<file path="src/rtl/fetch_stage.sv">
// Instruction fetch stage with IF/ID pipeline register, PC / next-PC selection and imem handshake.
// Optional FETCH_PERF_EN adds saturating perf_fetched / perf_flushed counters.
module fetch_stage #(
    parameter int                 PC_W     = 8,
    parameter int                 INST_W   = 16,
    parameter logic [PC_W-1:0]    RESET_PC = '0,
    parameter logic [INST_W-1:0]  NOP_INST = 16'hF000
) (
    input  logic              clk,
    input  logic              rst_n,
    input  logic              stall,
    input  logic              br_taken,
    input  logic [PC_W-1:0]   br_target,
    input  logic              jump,
    input  logic [PC_W-1:0]   jump_target,
    input  logic              jr,
    input  logic [PC_W-1:0]   jr_target,
    output logic              imem_req,
    output logic [PC_W-1:0]   imem_addr,
    input  logic              imem_ready,
    input  logic [INST_W-1:0] imem_rdata,
`ifdef FETCH_PERF_EN
    output logic [15:0]       perf_fetched,
    output logic [15:0]       perf_flushed,
`endif
    output logic [INST_W-1:0] if_id_inst,
    output logic [PC_W-1:0]   if_id_pc1,
    output logic              if_id_valid,
    output logic [3:0]        if_id_opcode
);

    typedef enum logic [1:0] {IDLE, REQ, HOLD} state_t;

    state_t              state;
    logic [PC_W-1:0]     pc;
    logic [PC_W-1:0]     pc_inc;
    logic [PC_W-1:0]     target;
    logic                redirect;
    logic                discard;
    logic                buf_valid;
    logic [INST_W-1:0]   buffer;

    assign pc_inc       = pc + PC_W'(1);
    assign if_id_opcode = if_id_inst[INST_W-1 -: 4];

    // Older stage wins: EX branch, then ID jr, then ID jump.
    always_comb begin
        redirect = br_taken | jr | jump;
        target   = jump_target;
        if (br_taken)
            target = br_target;
        else if (jr)
            target = jr_target;
    end

    always_ff @(posedge clk) begin
        if (!rst_n) begin
            state       <= IDLE;
            pc          <= RESET_PC;
            imem_req    <= 1'b0;
            imem_addr   <= RESET_PC;
            discard     <= 1'b0;
            buf_valid   <= 1'b0;
            buffer      <= NOP_INST;
            if_id_inst  <= NOP_INST;
            if_id_pc1   <= '0;
            if_id_valid <= 1'b0;
        end else if (redirect) begin
            pc          <= target;
            if_id_inst  <= NOP_INST;
            if_id_valid <= 1'b0;
            buf_valid   <= 1'b0;
            state       <= REQ;
            imem_req    <= 1'b1;
            // An unanswered request must keep its address; its data is dropped on arrival.
            if (state == REQ && !imem_ready) begin
                discard <= 1'b1;
            end else begin
                discard   <= 1'b0;
                imem_addr <= target;
            end
        end else begin
            case (state)
                IDLE: begin
                    state     <= REQ;
                    imem_req  <= 1'b1;
                    imem_addr <= pc;
                end
                REQ: begin
                    if (imem_ready) begin
                        if (discard) begin
                            discard   <= 1'b0;
                            imem_addr <= pc;
                        end else if (!stall) begin
                            if_id_inst  <= imem_rdata;
                            if_id_pc1   <= pc_inc;
                            if_id_valid <= 1'b1;
                            pc          <= pc_inc;
                            imem_addr   <= pc_inc;
                        end else begin
                            buffer    <= imem_rdata;
                            buf_valid <= 1'b1;
                            pc        <= pc_inc;
                            imem_addr <= pc_inc;
                            imem_req  <= 1'b0;
                            state     <= HOLD;
                        end
                    end
                end
                HOLD: begin
                    // pc already points past the buffered instruction, so it is its PC+1.
                    if (!stall) begin
                        if_id_inst  <= buffer;
                        if_id_pc1   <= pc;
                        if_id_valid <= buf_valid;
                        buf_valid   <= 1'b0;
                        state       <= REQ;
                        imem_req    <= 1'b1;
                        imem_addr   <= pc;
                    end
                end
                default: begin
                    state    <= IDLE;
                    imem_req <= 1'b0;
                end
            endcase
        end
    end

`ifdef FETCH_PERF_EN
    logic accepted;
    logic squashed;

    assign accepted = (state == REQ) && imem_ready && !discard && !redirect;
    assign squashed = redirect && (if_id_valid || buf_valid || (state == REQ && !discard));

    always_ff @(posedge clk) begin
        if (!rst_n) begin
            perf_fetched <= '0;
            perf_flushed <= '0;
        end else begin
            if (accepted && perf_fetched != 16'hFFFF)
                perf_fetched <= perf_fetched + 16'd1;
            if (squashed && perf_flushed != 16'hFFFF)
                perf_flushed <= perf_flushed + 16'd1;
        end
    end
`endif

endmodule

</file>
<file path="config.mk">
export PLATFORM = sky130hd
export DESIGN_NAME = fetch_stage
export DESIGN_NICKNAME = d
export VERILOG_FILES = /design/src/rtl/fetch_stage.sv
export SDC_FILE = /design/constraint.sdc
export NUM_CORES = 1
export LEC_CHECK = 0
export ABC_AREA = 0
export CORE_ASPECT_RATIO = 1.1
export CORE_MARGIN = 3
export CORE_UTILIZATION = 45
export DETAILED_ROUTE_END_ITERATION = 6
export PLACE_DENSITY_LB_ADDON = 0.05
export SETUP_SLACK_MARGIN = 0.05
export SKIP_LAST_GASP = 1
export SYNTH_ARGS = -nofsm -noshare
export SYNTH_HDL_FRONTEND = slang
export SYNTH_SLANG_ARGS = --single-unit
</file>
<file path="constraint.sdc">
create_clock -name clk -period 2.3 [get_ports clk]
set_input_delay 0.46 -clock clk [delete_from_list [all_inputs] [get_ports clk]]
set_output_delay 0.46 -clock clk [all_outputs]
set_load 0.01 [all_outputs]
</file>
* Word-level counts from Yosys, hierarchy flattened
Cells that the tools add are included.
Word-level totals: ROM bits 0, bits in latches 0, memories 0, RAM bits 0, word-level logic and storage cells 89, flip-flop bits (word level) 62
Cells by class: add/sub/neg operators 1, mux-type cells 44, magnitude comparators 0, shift-type cells 0, reductions and logical operators 16, equality and inequality tests 12, multiply operators 0, divide/modulo/power cells 0, bitwise logic cells 5
Operators with widths (number):
- $mux W8 | 12
- $mux W16 | 4
- $pmux W16 S2 | 1
- $pmux W8 S3 | 1
- $mux W1 | 17
- $pmux W8 S2 | 1
- $reduce_and A5 Y1 | 3
- $ne A2 B2 Y1 const B | 6
- $ne A3 B3 Y1 const B | 4
- $reduce_and A4 Y1 | 3
- $add A8 B1 Y8 const B | 1
- $mux W2 | 4
- $pmux W2 S3 | 1
- $reduce_and A6 Y1 | 1
- $reduce_bool A2 Y1 | 3
- $pmux W1 S2 | 2
- $reduce_bool A4 Y1 | 1
- $not A1 Y1 | 3
- $pmux W1 S3 | 1
- $eq A2 B1 Y1 const B | 1
- $eq A2 B2 Y1 const B | 1
- $logic_not A2 Y1 | 1
- $or A1 B1 Y1 | 2
- $reduce_and A2 Y1 | 1
- other kinds (3) | 3

* Logic depth before layout (Yosys ltp)
depth after elaboration 5, mapped depth 8, mapped depth without buffers 6

* Worst setup path before layout
No wires, ideal clock.
path type flip-flop to flip-flop, start point register state[1], end point register imem_addr[0], stages on the path, launching flop included 8, setup time 119 ps, period minus slack after synthesis 1697 ps, buffers on the path 1, path slack 603 ps, arrival 1578 ps, cell sequence dfxtp_1 > inv_1 > ha_1 > buf_4 > nor3_1 > o21a_1 > nor2_1 > o221a_2
Between the ends: longest elaborated chain between the ends 4, elaborated cells between the ends (all ways) 11
Ends and longest elaborated chain:
- start: declaration | RTL line 34 | state_t state;
- start signal: assignment | RTL line 58 | state <= IDLE;
- start signal: assignment | RTL line 73 | state <= REQ;
- start signal: assignment | RTL line 85 | state <= REQ;
- $eq A2 B1 Y1 | RTL line 76, 83
- $logic_and A1 B1 Y1 | RTL line 76 | if (state == REQ && !imem_ready) begin
- $ne A2 B2 Y1 (no source line)
- $reduce_and A4 Y1 (no source line)
- end signal: assignment | RTL line 80 | imem_addr <= target;
- end signal: assignment | RTL line 87 | imem_addr <= pc;
- end signal: assignment | RTL line 93 | imem_addr <= pc;
- end: declaration | RTL line 19 | output logic [PC_W-1:0] imem_addr,
Parallel ways exist; a longest one is shown, timed or not. A chain may end at the register's enable or synchronous reset.

* Final worst setup path
Same ends and word-level chain as after synthesis.

==> impl_metrics.env <==
export IMPL_cp_required_ps=2530
export IMPL_worstSetupStartpointType="flip-flop"
export IMPL_yosysWarnings=0
export IMPL_portBuffers=84
export IMPL_power_mw=2.41
export IMPL_fmax_ghz=0.513
export IMPL_area_growth_pct=34.5
export IMPL_final_nets=522
export IMPL_clk_latency_ps=340
export IMPL_setup_viol_count_final=0
export IMPL_vias_per_cell=5.64
export IMPL_worstReg2RegEnd="imem_addr[0]"
export IMPL_diodes=0
export IMPL_swShare_pct=27.5
export IMPL_syn_inst=385
export IMPL_ys_seq_area_share_pct=38.0
export IMPL_drive_above_1_share_pct=11.2
export IMPL_whs_endpoint="buffer[9]"
export IMPL_internal_power_mw=1.74
export IMPL_worstMarginPinSlew_ps=512
export IMPL_wl_per_cell_um=15.9
export IMPL_vias=3138
export IMPL_clkPwrFrac_pct=35.3
export IMPL_slowest_stage="dfxtp_1"
export IMPL_die_area_um2=8310
export IMPL_min_path_cells=2
export IMPL_reg2reg_from="state[1]"
export IMPL_cts_tree="built"
export IMPL_drt_iter0_drc=165
export IMPL_wirelength_um=8870
export IMPL_top_level_ports=85
export IMPL_pwr_share_comb_pct=16.9
export IMPL_crit_path_cell_trace="inv_1, ha_1, buf_4, nor2b_1, nor2_1, o221a_2"
export IMPL_p_leak_nw=1.53
export IMPL_synthesis_area_um2=3260
export IMPL_clk_root_buffer_cell="clkbuf_8"
export IMPL_fin_hold_ws_ps=454
export IMPL_synth_flop_cell="dfxtp_1"
export IMPL_async_flop_share_pct=0
export IMPL_setup_tns_ps=0
export IMPL_slew_violations=0
export IMPL_end_kind="flip-flop"
export IMPL_synth_top_area_share_pct=38.0
export IMPL_hold_viol_final=0
export IMPL_fin_skew_ps=11.0
export IMPL_gp_congestion=0.897
export IMPL_path_clk_slew_ps=70
export IMPL_place_area_um2=4220
export IMPL_path_class="flip-flop to flip-flop"
export IMPL_post_route_min_period_ps=1950
export IMPL_firstDrtPassIters=4
export IMPL_final_cell_area_um2=4390
export IMPL_synth_edf_count=0
export IMPL_die_h_um=95.3
export IMPL_cp_arrival_ps=2180
export IMPL_drc=0
export IMPL_htree_levels=3
export IMPL_grt_max_degree=26
export IMPL_hpwlAfterDp_um=6680
export IMPL_worst_hold_path_type="flip-flop to flip-flop"
export IMPL_cts_setup_buffers=0
export IMPL_p_seq_share_pct=47.8
export IMPL_fin_crit_sh_pct=84.8
export IMPL_cts_sinks=62
export IMPL_fill_cells=609
export IMPL_synthTopCellsByArea="dfxtp_1, a21oi_1, mux2i_1"
export IMPL_synth_seq_cells=62
export IMPL_antenna_found_initial=0
export IMPL_cap_violations=0
export IMPL_initial_core_util_pct=47.8
export IMPL_ir_drop_mv=0.356
export IMPL_dp_cells=541
export IMPL_powerDensity_nw_per_um2=548
export IMPL_r2r_cells=6
export IMPL_hold_buffers=0
export IMPL_worstHoldStart="buffer[9]"
export IMPL_fp_coreArea_um2=6830
export IMPL_rrSetupSlack_ps=350
export IMPL_fin_cells=556
export IMPL_worstPathMaxFanout=9
export IMPL_critical_path_max_stage_delay_ps=350
export IMPL_cts_made_buffers=9
export IMPL_syn_area_per_cell_um2=8.48
export IMPL_relSlewSlack_pct=65.7
export IMPL_cts_buffer_depth=2
export IMPL_die_width_um=87.2
export IMPL_detail_route_antenna_nets=0
export IMPL_status="complete, no violations"
export IMPL_grt_pass1_wl_um=14300
export IMPL_synth_nets=437
export IMPL_yosysTopAreaCell="dfxtp_1"
export IMPL_grt_overflow=0
export IMPL_p_sw_mw=0.661
export IMPL_grt_setup_unrepaired="no"
export IMPL_cts_resized_gates=0
export IMPL_grt_use_total_pct=21.9
export IMPL_rows=31
export IMPL_ys_types=56
export IMPL_grt_pass1_vias=2971
[final cells by class]
type                       instances  area (um2)  share of cell area [%]
inverter                           6        22.5                   0.513
timing repair buffer             110        1060                    24.2
sequential                        62        1240                    28.3
clock buffer                      10         138                    3.14
clock inverter                     5        36.3                   0.827
tap                               82         103                    2.34
multi-input combinational        281        1790                    40.7
[sequential cells by signal (all words and copies together), names as in the netlist]
register and cells:
buf_valid 1, buffer 16, discard 1, if_id_inst 16
if_id_pc1 8, if_id_valid 1, imem_addr 8, imem_req 1
pc 8, state 2
[worst max path at each step]
stage | slack [ps] | endpoint | from
final | 350 | imem_addr[0] | state[1]
after global routing | 200 | imem_addr[0] | state[1]
after CTS | 350 | imem_addr[0] | state[1]
after detailed placement | 70 | pc[4] | br_taken
after global placement | 90 | pc[4] | br_taken
after floorplan | 600 | imem_addr[0] | state[1]
[Yosys cell counts, types with 9 or more instances]
| library cell | n |
|---|---|
| buf_2 | 12 |
| nand2_1 | 42 |
| nor3_1 | 10 |
| clkbuf_1 | 11 |
| nand3b_1 | 9 |
| a211oi_1 | 21 |
| o21ai_0 | 14 |
| nor2_1 | 23 |
| mux2i_1 | 21 |
| dfxtp_1 | 62 |
| a21oi_1 | 42 |
[critical path, delay by kind of cell (launching register included)]
| kind | cells | cell delay [ps] |
|---|---|---|
| AND/OR/NAND/NOR | 2 | 530 |
| flip-flops | 1 | 350 |
| adder cells (fa/ha/maj) | 1 | 350 |
| buffers and inverters | 2 | 310 |
| AO/OA/AOI/OAI | 1 | 290 |
[power by group through the flow]
stage | registers [mW] | logic [mW] | clock network [mW]
after floorplan | 1.17 | 0.216 | 0
after global placement | 1.17 | 0.399 | 0
after detailed placement | 1.17 | 0.404 | 0
after CTS | 1.15 | 0.406 | 0.866
after global routing | 1.16 | 0.445 | 0.910
final | 1.15 | 0.406 | 0.849
[cell usage in the layout (no fill, tap or decap), types with 3 or more instances in the layout]
master / synthesis / final
clkbuf_8: 0 / 10
nand2_1: 42 / 42
o31a_1: 3 / 3
nor3_1: 10 / 10
o21ai_0: 14 / 14
nor2_1: 23 / 23
a221o_1: 3 / 3
o211ai_1: 4 / 4
nor4_1: 6 / 6
a211oi_1: 21 / 21
a311oi_1: 4 / 4
nand3b_1: 9 / 9
dfxtp_1: 62 / 62
mux2i_1: 21 / 21
o311ai_0: 3 / 3
nor2b_1: 7 / 7
o21ai_1: 5 / 5
nand2b_1: 8 / 8
or3_1: 4 / 4
clkinvlp_4: 0 / 3
clkdlybuf4s50_1: 0 / 84
inv_1: 5 / 5
nand3_1: 7 / 7
a21oi_1: 42 / 42
xnor2_1: 6 / 6
ha_1: 5 / 5
buf_4: 8 / 24
[stage by stage]
| step | utilization, % | setup WS (ps) |
|---|---|---|
| after CTS | 64.3 | 350 |
| after global routing | 64.3 | 201 |
| after floorplan | - | 603 |
| after global placement | 61.7 | 86.1 |
| after detailed placement | 61.7 | 73.6 |
| final | 64.3 | 349 |
[per-layer routing]
layer | vias to the layer above | GRT usage, % | share of wire (%)
met1 | 1484 | 27.5 | 43
li1 | 1562 | - | -
met2 | 81 | 37.0 | 51
met5 | - | 0 | 0
met3 | 11 | 4.75 | 4.7
met4 | 0 | 7.54 | 1.4
[kinds of logic (layout without fill, tap and decap cells)]
kind of cell | count (synthesis) | after routing | share of synthesized area, %
buffers and inverters | 42 | 131 | 7.17
and+or+nand+nor | 129 | 129 | 20.3
DFF | 62 | 62 | 38.0
muxes | 22 | 22 | 6.79
adders and majority gates | 5 | 5 | 1.92
xor gates and xnor gates | 7 | 7 | 1.88
AOI/OAI and AO/OA | 118 | 118 | 23.9
Note: power is estimated with default switching activity, not from simulation.
